==> src/rtl/elevator_pkg.sv <==
// Shared elevator controller definitions: floor codes, direction codes and the
// door state encoding used by the call request unit.
package elevator_pkg;

    localparam logic [1:0] FL1    = 2'b00;
    localparam logic [1:0] FL2    = 2'b01;
    localparam logic [1:0] FL3    = 2'b10;
    localparam logic [1:0] FL_INV = 2'b11;

    localparam logic [1:0] De = 2'b00;
    localparam logic [1:0] Su = 2'b01;
    localparam logic [1:0] Pa = 2'b10;

    typedef enum logic {
        CLOSED = 1'b0,
        OPEN   = 1'b1
    } door_state_e;

endpackage

==> src/rtl/call_request_unit_if.sv <==
// Button, position and call/door signals between the call request unit and its
// surroundings (buttons, floor sensor, direction logic).
interface call_request_unit_if;

    logic       B1;
    logic       B2;
    logic       B3;
    logic [1:0] A;
    logic       MM;
    logic       CH1;
    logic       CH2;
    logic       CH3;
    logic       DOOR;
    logic       HOLD;

    modport master (
        output B1, B2, B3, A, MM,
        input  CH1, CH2, CH3, DOOR, HOLD
    );

    modport slave (
        input  B1, B2, B3, A, MM,
        output CH1, CH2, CH3, DOOR, HOLD
    );

endinterface

==> src/rtl/button_debounce.sv <==
// Two-flop synchronizer plus counting debouncer for one raw button; emits a
// single-cycle pulse on each accepted press (debounced rising edge).
module button_debounce #(
    parameter int unsigned DEBOUNCE_CYCLES = 500000
) (
    input  logic clk,
    input  logic rst_n,
    input  logic btn,
    output logic press
);

    localparam int unsigned CntW = (DEBOUNCE_CYCLES > 1) ? $clog2(DEBOUNCE_CYCLES) : 1;

    logic [1:0]      sync_q;
    logic [CntW-1:0] cnt_q, cnt_d;
    logic            level_q, level_d;
    logic            level_dly_q;

    // Any sample agreeing with the accepted level restarts the count.
    always_comb begin
        cnt_d   = '0;
        level_d = level_q;
        if (sync_q[1] != level_q) begin
            if (cnt_q == CntW'(DEBOUNCE_CYCLES - 1)) begin
                level_d = ~level_q;
            end else begin
                cnt_d = cnt_q + 1'b1;
            end
        end
    end

    always_ff @(posedge clk or negedge rst_n) begin
        if (!rst_n) begin
            sync_q      <= '0;
            cnt_q       <= '0;
            level_q     <= 1'b0;
            level_dly_q <= 1'b0;
        end else begin
            sync_q      <= {sync_q[0], btn};
            cnt_q       <= cnt_d;
            level_q     <= level_d;
            level_dly_q <= level_q;
        end
    end

    assign press = level_q & ~level_dly_q;

endmodule

==> src/rtl/call_request_unit.sv <==
// Registers floor calls from debounced buttons, services the call at the parked
// floor and runs the door dwell; HOLD keeps the car stopped while the door is open.
module call_request_unit
    import elevator_pkg::*;
#(
    parameter int unsigned DEBOUNCE_CYCLES = 500000,
    parameter int unsigned DWELL_CYCLES    = 50000000
) (
    input  logic         clk,
    input  logic         rst_n,
    call_request_unit_if.slave bus
);

    localparam int unsigned DwellW = $clog2(DWELL_CYCLES);

    logic [2:0]        press;
    logic [2:0]        here_mask;
    logic [2:0]        ch_q, ch_d;
    logic [DwellW-1:0] dwell_q, dwell_d;
    door_state_e       state_q, state_d;
    logic              parked, here_press, here_call, service;

    button_debounce #(.DEBOUNCE_CYCLES(DEBOUNCE_CYCLES)) u_deb1 (
        .clk(clk), .rst_n(rst_n), .btn(bus.B1), .press(press[0])
    );
    button_debounce #(.DEBOUNCE_CYCLES(DEBOUNCE_CYCLES)) u_deb2 (
        .clk(clk), .rst_n(rst_n), .btn(bus.B2), .press(press[1])
    );
    button_debounce #(.DEBOUNCE_CYCLES(DEBOUNCE_CYCLES)) u_deb3 (
        .clk(clk), .rst_n(rst_n), .btn(bus.B3), .press(press[2])
    );

    // One-hot of the current floor; empty for the invalid code so it never services.
    always_comb begin
        here_mask = 3'b000;
        case (bus.A)
            FL1:     here_mask = 3'b001;
            FL2:     here_mask = 3'b010;
            FL3:     here_mask = 3'b100;
            default: here_mask = 3'b000;
        endcase
    end

    assign parked     = ~bus.MM & (bus.A != FL_INV);
    assign here_press = |(press & here_mask);
    assign here_call  = |(ch_q & here_mask);

    always_comb begin
        state_d = state_q;
        dwell_d = dwell_q;
        service = 1'b0;
        case (state_q)
            CLOSED: begin
                if (parked && (here_call || here_press)) begin
                    state_d = OPEN;
                    dwell_d = DwellW'(DWELL_CYCLES - 1);
                    service = 1'b1;
                end
            end
            OPEN: begin
                service = 1'b1;
                if (here_press) begin
                    dwell_d = DwellW'(DWELL_CYCLES - 1);
                end else if (dwell_q == '0) begin
                    state_d = CLOSED;
                end else begin
                    dwell_d = dwell_q - 1'b1;
                end
            end
            default: state_d = CLOSED;
        endcase
        // Servicing the current floor overrides a same-cycle press for it.
        ch_d = (ch_q | press) & ~(service ? here_mask : 3'b000);
    end

    always_ff @(posedge clk or negedge rst_n) begin
        if (!rst_n) begin
            state_q <= CLOSED;
            dwell_q <= '0;
            ch_q    <= '0;
        end else begin
            state_q <= state_d;
            dwell_q <= dwell_d;
            ch_q    <= ch_d;
        end
    end

    assign bus.CH1  = ch_q[0];
    assign bus.CH2  = ch_q[1];
    assign bus.CH3  = ch_q[2];
    assign bus.DOOR = (state_q == OPEN);
    assign bus.HOLD = (state_q == OPEN);

endmodule

==> src/flat_wrapper.sv <==
// flat-port wrapper written by rule: the top's interface ports become plain ports
module call_request_unit_flat import elevator_pkg::*;
#(
    parameter int unsigned DEBOUNCE_CYCLES = 500000,
    parameter int unsigned DWELL_CYCLES    = 50000000
)
  (clk, rst_n, bus_B1, bus_B2, bus_B3, bus_A, bus_MM, bus_CH1, bus_CH2, bus_CH3, bus_DOOR, bus_HOLD);
  call_request_unit_if bus_i ();
  input  logic clk;
  input  logic rst_n;
  input wire logic [$bits(bus_i.B1)-1:0] bus_B1;
  input wire logic [$bits(bus_i.B2)-1:0] bus_B2;
  input wire logic [$bits(bus_i.B3)-1:0] bus_B3;
  input wire logic [$bits(bus_i.A)-1:0] bus_A;
  input wire logic [$bits(bus_i.MM)-1:0] bus_MM;
  output wire logic [$bits(bus_i.CH1)-1:0] bus_CH1;
  output wire logic [$bits(bus_i.CH2)-1:0] bus_CH2;
  output wire logic [$bits(bus_i.CH3)-1:0] bus_CH3;
  output wire logic [$bits(bus_i.DOOR)-1:0] bus_DOOR;
  output wire logic [$bits(bus_i.HOLD)-1:0] bus_HOLD;
  assign bus_i.B1 = bus_B1;
  assign bus_i.B2 = bus_B2;
  assign bus_i.B3 = bus_B3;
  assign bus_i.A = bus_A;
  assign bus_i.MM = bus_MM;
  assign bus_CH1 = bus_i.CH1;
  assign bus_CH2 = bus_i.CH2;
  assign bus_CH3 = bus_i.CH3;
  assign bus_DOOR = bus_i.DOOR;
  assign bus_HOLD = bus_i.HOLD;
  call_request_unit #(.DEBOUNCE_CYCLES(DEBOUNCE_CYCLES), .DWELL_CYCLES(DWELL_CYCLES)) u_core (.clk(clk), .rst_n(rst_n), .bus(bus_i));
endmodule
==> config.mk <==
export PLATFORM = sky130hd
export DESIGN_NAME = call_request_unit_flat
export DESIGN_NICKNAME = d
export VERILOG_FILES = /design/src/rtl/elevator_pkg.sv /design/src/rtl/call_request_unit_if.sv /design/src/rtl/button_debounce.sv /design/src/rtl/call_request_unit.sv /design/src/flat_wrapper.sv
export SDC_FILE = /design/constraint.sdc
export NUM_CORES = 1
export LEC_CHECK = 0
export ABC_AREA = 1
export BUFFER_PORTS_ARGS = -buffer_cell sky130_fd_sc_hd__buf_4
export CORE_ASPECT_RATIO = 2
export CORE_UTILIZATION = 56
export CTS_BUF_LIST = sky130_fd_sc_hd__clkbuf_8
export CTS_CLUSTER_DIAMETER = 30
export DETAILED_ROUTE_END_ITERATION = 10
export GPL_TIMING_DRIVEN = 0
export PLACE_DENSITY = 0.76
export SYNTH_ARGS = -nofsm -noshare
export SYNTH_HDL_FRONTEND = slang
export SYNTH_SLANG_ARGS = --single-unit
==> constraint.sdc <==
create_clock -name clk -period 1.8 [get_ports clk]
set_input_delay 0.27 -clock clk [delete_from_list [all_inputs] [get_ports clk]]
set_output_delay 0.27 -clock clk [all_outputs]
set_load 0.05 [all_outputs]
Word level (Yosys, flattened, before mapping). Cells that the tools add are included.

Register bits: 99. Input port bits: 8. Output and inout bits: 5. Word-level logic and storage cells: 74.

Add/subtract/negate cells: 4. Eq/ne operators: 11. Mux-type cells: 17. Bitwise logic cells: 17. Reduce and logical (&&, ||, !) cells: 10.

Operator list (number): $mux W19 (6); $mux W26 (3); $add A19 B1 Y19 const B (3); $eq A19 B19 Y1 const B (3); $pmux W26 S2 (1); $logic_not A26 Y1 (1); $sub A26 B1 Y26 const B (1); $and A3 B3 Y3 (3); $pmux W3 S3 (1); $not A1 Y1 (8); $reduce_and A2 Y1 (4); $reduce_or A3 Y1 (2); $and A1 B1 Y1 (4); $pmux W1 S2 (2); $mux W1 (3); $mux W3 (1); $ne A1 B1 Y1 (3); $ne A3 B3 Y1 const B (1); $not A3 Y3 (1); $or A3 B3 Y3 (1); $eq A2 B1 Y1 const B (1); $eq A2 B2 Y1 const B (1); $logic_not A2 Y1 (1); $ne A2 B1 Y1 const B (1); other kinds (3) (3).

Depth between registers and ports, before layout. Gate-level depths: netlist of the first run.

Word-level depth: 11. Gate-level depth with buffers: 12. Depth with buffers taken out: 12.

Hierarchy. A second synthesis of the first run with hierarchy kept.

Cells, all modules: 762. Area total of the unflattened synthesis: 5890.6 µm².

Modules (own cells, without submodules): button_debounce (times used 3, cells each 150, area each 1216.2 µm², seq. area each 575.6 µm²); call_request_unit (times used 1, cells each 312, area each 2242.2 µm², seq. area each 750.7 µm²).

Worst setup path before layout of the first run. Ideal clock, no wire load.

Path type: register to register. Start point: reg u_core.state_q (netlist: u_core.bus.DOOR). End point: reg u_core.dwell_q[4]. Setup time: 0.133 ns. Arrival time: 1.608 ns. Data required time: 1.667 ns. Slack: 0.059 ns. Cell stages (with the launch flop): 8. Buffers on the path: 2. Clock period less this slack: 1.741 ns. Cell sequence: dfrtp_1 -> buf_6 -> inv_1 -> nor3_4 -> nand3b_1 -> nand2_2 -> buf_6 -> a21oi_2.

Word-level cells in the longest chain between the ends: 3. Elaborated cells on any way between the ends: 5. Those cells by class: 2 x eq/ne; 1 x mux; 1 x bitwise; 1 x reduce/logical.

RTL lines: start: declaration (line call_request_unit.sv:20) `door_state_e state_q, state_d;`; start signal: assignment (line call_request_unit.sv:82) `state_q <= state_d;`; $not A1 Y1 (line call_request_unit.sv:52) `case (state_q)`; $ne A2 B1 Y1 (no source line); $reduce_and A2 Y1 (no source line); end signal: assignment (line call_request_unit.sv:83) `dwell_q <= dwell_d;`; end: declaration (line call_request_unit.sv:19) `logic [DwellW-1:0] dwell_q, dwell_d;`.

Several ways; a longest one is shown, not always the timed one. A chain may end at the register's enable or synchronous reset.

Final worst setup path of the first run.
Start point: reg u_core.dwell_q[0]. End point: reg u_core.dwell_q[18].

Word-level cells in the longest chain between the ends: 4. Elaborated cells on any way between the ends: 7. Those cells by class: 1 x add/sub; 1 x eq/ne; 3 x mux; 2 x reduce/logical.

RTL lines: $sub A26 B1 Y26 (line call_request_unit.sv:67) `dwell_d = dwell_q - 1'b1;`; $mux W26 (line call_request_unit.sv:64) `end else if (dwell_q == '0) begin`; $mux W26 (line call_request_unit.sv:62) `if (here_press) begin`; $pmux W26 S2 (line call_request_unit.sv:52).

Several ways; a longest one is shown, not always the timed one. The select of a mux whose other input is x is not followed.

==> results of run 1 <==
-- repair_timing --
| item | 4_1_cts | 5_1_grt |
|---|---|---|
| hold endpoints to repair | 3 | 0 |
| setup buffers | 1 | 6 |
| endpoints found under the setup margin | 35 | 37 |
| gates resized for setup | 8 | 22 |
| pin swaps | 1 | 6 |
| hold buffers | 3 | 0 |
| cloned | 0 | 1 |
-- routing by layer --
layer  up-vias  share of wire
met5         -              0
met4         0          0.040
met3        53          0.033
met2       140           0.54
met1      2437           0.38
li1       2522              -
-- kinds of logic after synthesis --
kind of cell / share of synthesized area
xor+xnor: 0.0568
simple gates: 0.370
compound gates: 0.0507
buf+inv: 0.0794
flops: 0.434
fa+ha+maj: 0.00878
-- how the worst max path moves through the flow --
stage / startpoint / endpoint / slack [ps] / cells past startpoint
after global routing: u_core.dwell_q[14] / u_core.dwell_q[0] / -40 / 10
after detailed placement: u_core.dwell_q[0] / u_core.dwell_q[15] / -190 / 12
after floorplan: u_core.bus.DOOR / u_core.dwell_q[4] / 60 / 7
after global placement: u_core.dwell_q[0] / u_core.dwell_q[15] / -170 / 12
after CTS: u_core.u_deb3.cnt_q[0] / u_core.u_deb3.cnt_q[15] / 9 / 8
final: u_core.dwell_q[0] / u_core.dwell_q[18] / 30 / 11
-- through the flow --
step	TNS (ps)	hold slack, ps	power, mW
floorplan	0	-25.6	3.84
global placement	-4320	332	4.21
detailed placement	-4670	335	4.27
CTS	0	215	5.57
global route	-554	70.8	6.02
finish	0	-3.35	5.70
-- power breakdown --
part	switching [mW]	internal (mW)
combinational	1.12	0.660
clock	0.767	0.490
sequential	0.227	2.44
total	2.12	3.59
-- synthesized netlist by cell type, types with 2 or more instances --
library cell,number,share of area
nor3_1,23,0.020
o21ai_2,13,0.020
nand2_1,177,0.12
nor4_1,8,0.0088
inv_1,97,0.064
nand2_2,6,0.0066
nor2_4,4,0.0079
nor3b_1,4,0.0053
o21ai_0,13,0.011
buf_2,2,0.0018
nand3b_1,2,0.0026
nand3_1,61,0.054
nor2_2,6,0.0066
xor2_1,32,0.049
buf_6,5,0.0099
nor2_1,153,0.10
a21oi_2,3,0.0046
nand4_1,31,0.034
a21oi_1,11,0.0097
ha_1,4,0.0088
a31oi_1,2,0.0022
dfrtp_1,99,0.43
xnor2_1,5,0.0077
clkbuf_1,3,0.0020
-- flip-flops by register name (all words and copies together), names as in the netlist, 2 cells and up --
| register | flops |
|---|---|
| u_core.dwell_q | 26 |
| u_core.u_deb1.cnt_q | 19 |
| u_core.u_deb2.cnt_q | 19 |
| u_core.u_deb3.cnt_q | 19 |
| u_core.ch_q | 3 |
| u_core.u_deb1.sync_q | 2 |
| u_core.u_deb2.sync_q | 2 |
| u_core.u_deb3.sync_q | 2 |
-- final cells by class --
type	count	share of cell area
clock buffer	9	0.0195
multi-input combinational	564	0.453
inverter	98	0.0581
clock inverter	7	0.00592
sequential	99	0.391
buffer	11	0.0146
tap	132	0.0261
timing repair buffer	23	0.0318
==> impl_metrics.yaml, run 1 <==
critical_path:
  r2r_cells: 11
  ff2ff_setup_slack_ps: 30
  r2r-end: "u_core.dwell_q[18]"
  reg2reg_from: "u_core.dwell_q[0]"
  crit_arrival_ps: 2060
  slowest_stage: "dfrtp_1"
  cp_cell_sequence: "inv_2 -> ha_4 -> nand2_4 -> nor2_4 -> nand2_4 -> nor2_2 -> nand3b_1 -> nand2_2 -> clkbuf_16 -> nand2_1 -> nand2_1"
  worst_setup_path_start_kind: "flop"
  endpoint_kind: "flop"
  cp_num_buf_inv: 2
  crit_fanout: 5
  crit_family: "simple AND/OR/NAND/NOR gates"
  timing.critical_path.required_ps: 2100
  path_class: "reg2reg"
  critPathMaxStageDelay_ps: 430
layout:
  final_util: 0.645
  regArea_um2: 2480
  area_growth_pct: 11.1
  fin_cells: 943
  antennaDiodeCount: 0
  nets: 818
  final_cell_mix: "nand2_1 (175), nor2_1 (145), dfrtp_1 (98)"
  finalInstanceArea_um2: 6340
  num-fill-cells: 893
  layout_commonest_cell: "nand2_1"
  drive_gt1_frac: 0.122
  multi_input_area_um2: 2870
floorplanning:
  rows: 51
  start_util: 0.580
  dieWidth_um: 73.4
  die_h_um: 145
  die_area_um2: 10600
  ios: 13
  coreArea_um2: 9830
clock_network:
  tritoncts: "built"
  insertion_delay_ps: 360
  clock-root-buffer: "clkbuf_8"
  cts_made_buffers: 9
  clk_pin_slew_worst_paths_ps: 100
  clkSinkCount: 99
  cts_max_level: 3
  clk_path_buf_depth: 2
place:
  dpl.cell_count: 916
  place_area_um2: 5960
  place_ws_ps: -187
  hpwl_mm: 9.71
  place.gp.congestion: 0.939
  io_buffers: 12
timing:
  drv_slew: 0
  slew_headroom: 0.413
  period_share: 0.981
  setup_violations: 0
  skew_ps: 9.49
  rsz0062_at_grt: "yes"
  whs_ps: -3.35
  min_period_ps: 1770
  hold_viol: 7
  max_freq_mhz: 566
  tightestPinTransition_ps: 881
  setup_slack_ps: 33.6
global_routing:
  use_met2: 0.490
  grt_util_all_layers: 0.270
  grt_pass1_wl_mm: 22.1
  grt-ovfl-total: 0
  grtUsageMet3: 0.0360
  grt_antenna_before_repair: 0
  use_met1: 0.292
  grt_pass1_vias: 5110
  grt_max_degree: 100
  top_usage_layer: "met2"
yosys:
  synth_ff_type: "dfrtp_1"
  netlist_instances: 772
  synth.avg_cell_area_um2: 7.39
  synthArstFlopShare: 1.00
  synth.distinct_cells: 32
  syn_nets: 784
  yosysSeqAreaShare: 0.434
  yosys_warnings: 0
  mappedNetlistArea_um2: 5700
  ys_ff_latch: 99
  synth_edf_count: 0
route:
  routed-via-count: 5152
  wire_per_inst_um: 14.2
  routed_wirelength_mm: 13.4
  drtAntennaViolNets: 0
  post_drt_via_cell_ratio: 5.46
  drcViolationCount: 0
  drt_iter0_markers: 307
  dr.pass1.iters: 5
power_and_ir_drop:
  pwr_density_cell_nw_per_um2: 900
  peakVddDrop_v: 0.000806
  cellLeakagePower_nw: 2.83
min_path:
  hold_path.class: "in2async"
job:
  drv_cap: 0
status:
  status: "finished with violations"
  violations: "hold timing"
(Power assumes the default switching activity.)
==> run 2, diff against run 1 <==
--- a/config.mk
+++ b/config.mk
@@ -13,7 +13,8 @@
 export CTS_CLUSTER_DIAMETER = 30
 export DETAILED_ROUTE_END_ITERATION = 10
 export GPL_TIMING_DRIVEN = 0
-export PLACE_DENSITY = 0.76
+export PLACE_DENSITY_LB_ADDON = 0.25
+export SKIP_CTS_REPAIR_TIMING = 1
 export SYNTH_ARGS = -nofsm -noshare
 export SYNTH_HDL_FRONTEND = slang
 export SYNTH_SLANG_ARGS = --single-unit
==> run 2 against run 1 <==
Effect of this change:
- critical endpoint is now u_core.dwell_q[19]
- via count up 2.1%
- highest routed layer unchanged
- die area unchanged
- sequential share of layout area down 0.77 points
- non-clock buffer count up 7
- critical path type unchanged
- first-iteration DRC count up 4.2%
- sequential cell count unchanged
- register-to-register slack about the same
- sequential power about the same
- critical path depth up 1
- setup slack better by 4.6 ps
- final cell count up 0.74%
- the flow still finishes with violations (hold timing)
- maximum frequency up 0.26%
==> impl_metrics.yaml, run 2 (synthesis gave the netlist of run 1 again) <==
layout:
  final_cell_mix: "nand2_1 (175), nor2_1 (143), dfrtp_1 (97)"
  finalInstanceArea_um2: 6470
  antennaDiodeCount: 0
  regMostFlops: "u_core.dwell_q"
  layout_commonest_cell: "nand2_1"
  final_util: 0.658
  largest_register_ffs: 26
  drive_gt1_frac: 0.136
  area_growth_pct: 13.4
  nets: 825
  fin_cells: 950
timing:
  period_share: 0.979
  setup_violations: 0
  slew_headroom: 0.386
  hold_viol: 28
  whs_ps: -58.0
  rsz0062_at_grt: "yes"
  tightestPinTransition_ps: 920
  max_freq_mhz: 568
  drv_slew: 0
  skew_ps: 18.7
  setup_slack_ps: 38.2
  min_period_ps: 1760
status:
  violations: "hold timing"
  status: "finished with violations"
place:
  dpl.cell_count: 916
  place_ws_ps: -205
  place_area_um2: 5960
  hpwl_mm: 10.0
  io_buffers: 12
  place.gp.congestion: 0.969
route:
  drcViolationCount: 0
  routed_wirelength_mm: 14.0
  wire_per_inst_um: 14.8
  dr.pass1.iters: 5
  post_drt_via_cell_ratio: 5.54
  drt_iter0_markers: 320
  routed-via-count: 5259
  drtAntennaViolNets: 0
clock_network:
  cts_max_level: 3
  cts_made_buffers: 9
  clk_pin_slew_worst_paths_ps: 110
  clock-root-buffer: "clkbuf_8"
  tritoncts: "built"
  insertion_delay_ps: 390
  clk_path_buf_depth: 2
  clkSinkCount: 99
critical_path:
  worst_setup_path_start_kind: "flop"
  timing.critical_path.required_ps: 2100
  crit_arrival_ps: 2060
  endpoint_kind: "flop"
  path_class: "reg2reg"
  crit_fanout: 8
global_routing:
  grt_max_degree: 100
  grt-ovfl-total: 0
  grt_pass1_wl_mm: 22.8
  grt_pass1_vias: 5232
  grt_antenna_before_repair: 0
  grt_util_all_layers: 0.284
job:
  drv_cap: 0
floorplanning:
  dieWidth_um: 73.4
  die_area_um2: 10600
  ios: 13
  die_h_um: 145
  start_util: 0.580
  rows: 51
  coreArea_um2: 9830
power_and_ir_drop:
  pwr_density_cell_nw_per_um2: 970
  cellLeakagePower_nw: 2.89
  peakVddDrop_v: 0.000547
min_path:
  hold_path.class: "in2async"
run 2: per-layer routing:
| metal | GRT usage | part of all wire |
|---|---|---|
| met1 | 0.294 | 0.37 |
| met3 | 0.0450 | 0.040 |
| met2 | 0.511 | 0.54 |
| met5 | 0 | 0 |
| met4 | 0.191 | 0.054 |
run 2: area by class of cell:
type / count / area (um2)
Clock buffer: 9 / 124
Tap cell: 132 / 165
Inverter: 98 / 374
Multi-Input combinational cell: 564 / 2860
Sequential cell: 99 / 2480
Buffer: 11 / 100
Timing Repair Buffer: 30 / 254
Fill cell: 879 / 3360
Clock inverter: 7 / 108
run 2: worst max-delay path: stages (launching register included):
cell and delay, ps:
dfrtp_1 390, inv_1 140, ha_4 180, nand2_4 80, nor2_4 130, nand2_4 80
inv_4 70, nand3_2 70, nand2_2 100, nand2_4 120, clkbuf_16 190, nand2_1 70
o21ai_2 50
run 2: final timing paths:
check,from,endpoint,slack (ps),cells past startpoint
setup / recovery,u_core.dwell_q[1],u_core.dwell_q[19],40,12
hold / removal,rst_n,u_core.u_deb3.cnt_q[17],-60,1
setup reg to reg,u_core.dwell_q[1],u_core.dwell_q[19],40,12
hold reg to reg,u_core.u_deb1.sync_q[0],u_core.u_deb1.sync_q[1],350,0
max in group asynchronous,rst_n,u_core.dwell_q[6],1150,1
min in group clk,bus_A[0],u_core.ch_q[0],230,3
run 2: power breakdown:
| group | internal [mW] | switching (mW) | leakage, nW |
|---|---|---|---|
| clock | 0.810 | 0.874 | 0.114 |
| sequential | 2.44 | 0.242 | 1.30 |
| combinational | 0.739 | 1.17 | 1.47 |
run 2: stage by stage:
step | TNS (ps) | power (mW)
6_report | 0 | 6.27
3_3_place_gp | -4540 | 4.25
4_1_cts | -5540 | 5.98
5_1_grt | -381 | 6.59
3_5_place_dp | -4860 | 4.30
2_1_floorplan | 0 | 3.84
==> run 3, diff against run 2 <==
--- a/config.mk
+++ b/config.mk
@@ -6,6 +6,7 @@
 export NUM_CORES = 1
 export LEC_CHECK = 0
 export ABC_AREA = 1
+export ABC_CLOCK_PERIOD_IN_PS = 1800
 export BUFFER_PORTS_ARGS = -buffer_cell sky130_fd_sc_hd__buf_4
 export CORE_ASPECT_RATIO = 2
 export CORE_UTILIZATION = 56
@@ -14,6 +15,7 @@
 export DETAILED_ROUTE_END_ITERATION = 10
 export GPL_TIMING_DRIVEN = 0
 export PLACE_DENSITY_LB_ADDON = 0.25
+export RECOVER_POWER = 25
 export SKIP_CTS_REPAIR_TIMING = 1
 export SYNTH_ARGS = -nofsm -noshare
 export SYNTH_HDL_FRONTEND = slang
==> run 3 against run 2 <==
Effect of this change:
- non-clock buffer count is the same
- the flow now finishes without violations
- routed wire length is essentially flat
- clock-buffer cell count is the same
- critical endpoint unchanged
- hold slack gained 230 ps
- highest routed layer unchanged
- largest cell class unchanged
- sequential power is essentially flat
==> impl_metrics.yaml, run 3 (synthesis gave the netlist of run 1 again) <==
status:
  status: "complete, no violations"
critical_path:
  path_common_cell: "nand2_4"
  worst_setup_path_start_kind: "flop"
  timing.critical_path.required_ps: 2090
  slowest_stage: "dfrtp_1"
  crit_fanout: 8
  crit_arrival_ps: 2060
  critPathMaxStageDelay_ps: 390
  path_class: "reg2reg"
  endpoint_kind: "flop"
  cp_cell_sequence: "inv_1 -> ha_4 -> nand2_4 -> nor2_4 -> nand2_4 -> inv_4 -> nand3_2 -> nand2_2 -> nand2_4 -> clkbuf_16 -> nand2_1 -> o21ai_2"
power_and_ir_drop:
  peakVddDrop_v: 0.000550
  cellLeakagePower_nw: 2.88
  pwr_density_cell_nw_per_um2: 971
route:
  post_drt_via_cell_ratio: 5.54
  drcViolationCount: 0
  dr.pass1.iters: 5
  drt_iter0_markers: 343
  wire_per_inst_um: 14.8
  routed-via-count: 5261
  routed_wirelength_mm: 14.0
  drtAntennaViolNets: 0
timing:
  min_period_ps: 1770
  skew_ps: 17.6
  setup_violations: 0
  tightestPinTransition_ps: 1370
  period_share: 0.982
  max_freq_mhz: 566
  hold_viol: 0
  rsz0062_at_grt: "yes"
  drv_slew: 0
  slew_headroom: 0.0885
layout:
  layout_commonest_cell: "nand2_1"
  regArea_um2: 2480
  multi_input_area_um2: 2860
  nets: 825
  largest_register_ffs: 26
  regMostFlops: "u_core.dwell_q"
  antennaDiodeCount: 0
  fin_cells: 950
  area_growth_pct: 13.3
  finalInstanceArea_um2: 6460
  num-fill-cells: 881
  drive_gt1_frac: 0.134
  final_cell_mix: "nand2_1 (175), nor2_1 (143), dfrtp_1 (97)"
global_routing:
  grt_antenna_before_repair: 0
  grt_util_all_layers: 0.284
  grt-ovfl-total: 0
  grt_pass1_wl_mm: 22.8
  grt_pass1_vias: 5232
  grt_max_degree: 100
clock_network:
  clock-root-buffer: "clkbuf_8"
  clkSinkCount: 99
  insertion_delay_ps: 390
  clk_path_buf_depth: 2
  cts_made_buffers: 9
  cts_max_level: 3
  tritoncts: "built"
  clk_pin_slew_worst_paths_ps: 110
floorplanning:
  start_util: 0.580
  die_area_um2: 10600
  dieWidth_um: 73.4
  die_h_um: 145
  ios: 13
  rows: 51
  coreArea_um2: 9830
min_path:
  hold_path.class: "in2async"
place:
  dpl.cell_count: 916
  hpwl_mm: 10.0
  io_buffers: 12
  place.gp.congestion: 0.969
  place_area_um2: 5960
job:
  drv_cap: 0
[run 3: changes by cell type in the layout (fill, tap and decap cells not counted)]
cell,previous run,this run
buf_4,27,23
clkbuf_4,0,4
buf_6,4,3
clkbuf_1,3,4
[run 3: routing by layer]
layer	up-vias	global-route usage	wire (um)
met2	164	0.511	7500
met1	2493	0.294	5300
met4	0	0.191	787
met3	58	0.0450	440
li1	2546	-	-
met5	-	0	0
[run 3: cell type report]
class | instances | share of cell area
Multi-Input combinational cell | 564 | 0.443
Buffer | 11 | 0.0155
Sequential cell | 99 | 0.384
Tap cell | 132 | 0.0256
Clock inverter | 7 | 0.0167
Clock buffer | 9 | 0.0192
Inverter | 98 | 0.0579
Timing Repair Buffer | 30 | 0.0382
[run 3: per-stage QoR]
step	utilization	hold slack [ps]	setup TNS [ps]	power (mW)	worst slack, ps
final	0.657	174	0	6.27	33.1
after floorplan	-	-25.6	0	3.84	59.0
after CTS	0.630	-21.8	-5540	5.98	-225
after global placement	0.606	333	-4540	4.25	-187
after global routing	0.657	240	-381	6.59	-45.6
after detailed placement	0.606	338	-4860	4.30	-205
[run 3: final timing paths]
kind	slack [ps]	cells after the start	end	startpoint
worst max-delay path	30	12	u_core.dwell_q[19]	u_core.dwell_q[1]
worst min-delay path	170	1	u_core.u_deb3.cnt_q[17]	rst_n
min in group clk	230	3	u_core.ch_q[0]	bus_A[0]
worst min register to register	350	0	u_core.u_deb1.sync_q[1]	u_core.u_deb1.sync_q[0]
worst max register to register	30	12	u_core.dwell_q[19]	u_core.dwell_q[1]
max in group asynchronous	640	1	u_core.dwell_q[6]	rst_n
[run 3: critical path: cells and delay by family, from the launching register on]
kind | cells | cell delay (ps)
flip-flops | 1 | 390
adder cells (fa/ha/maj) | 1 | 180
buffers and inverters | 3 | 400
AO/OA/AOI/OAI | 1 | 50
AND/OR/NAND/NOR | 7 | 670
[run 3: power by group]
group / internal, mW / switching, mW
logic: 0.737 / 1.17
registers: 2.44 / 0.242
clock network: 0.810 / 0.870
total: 3.99 / 2.28
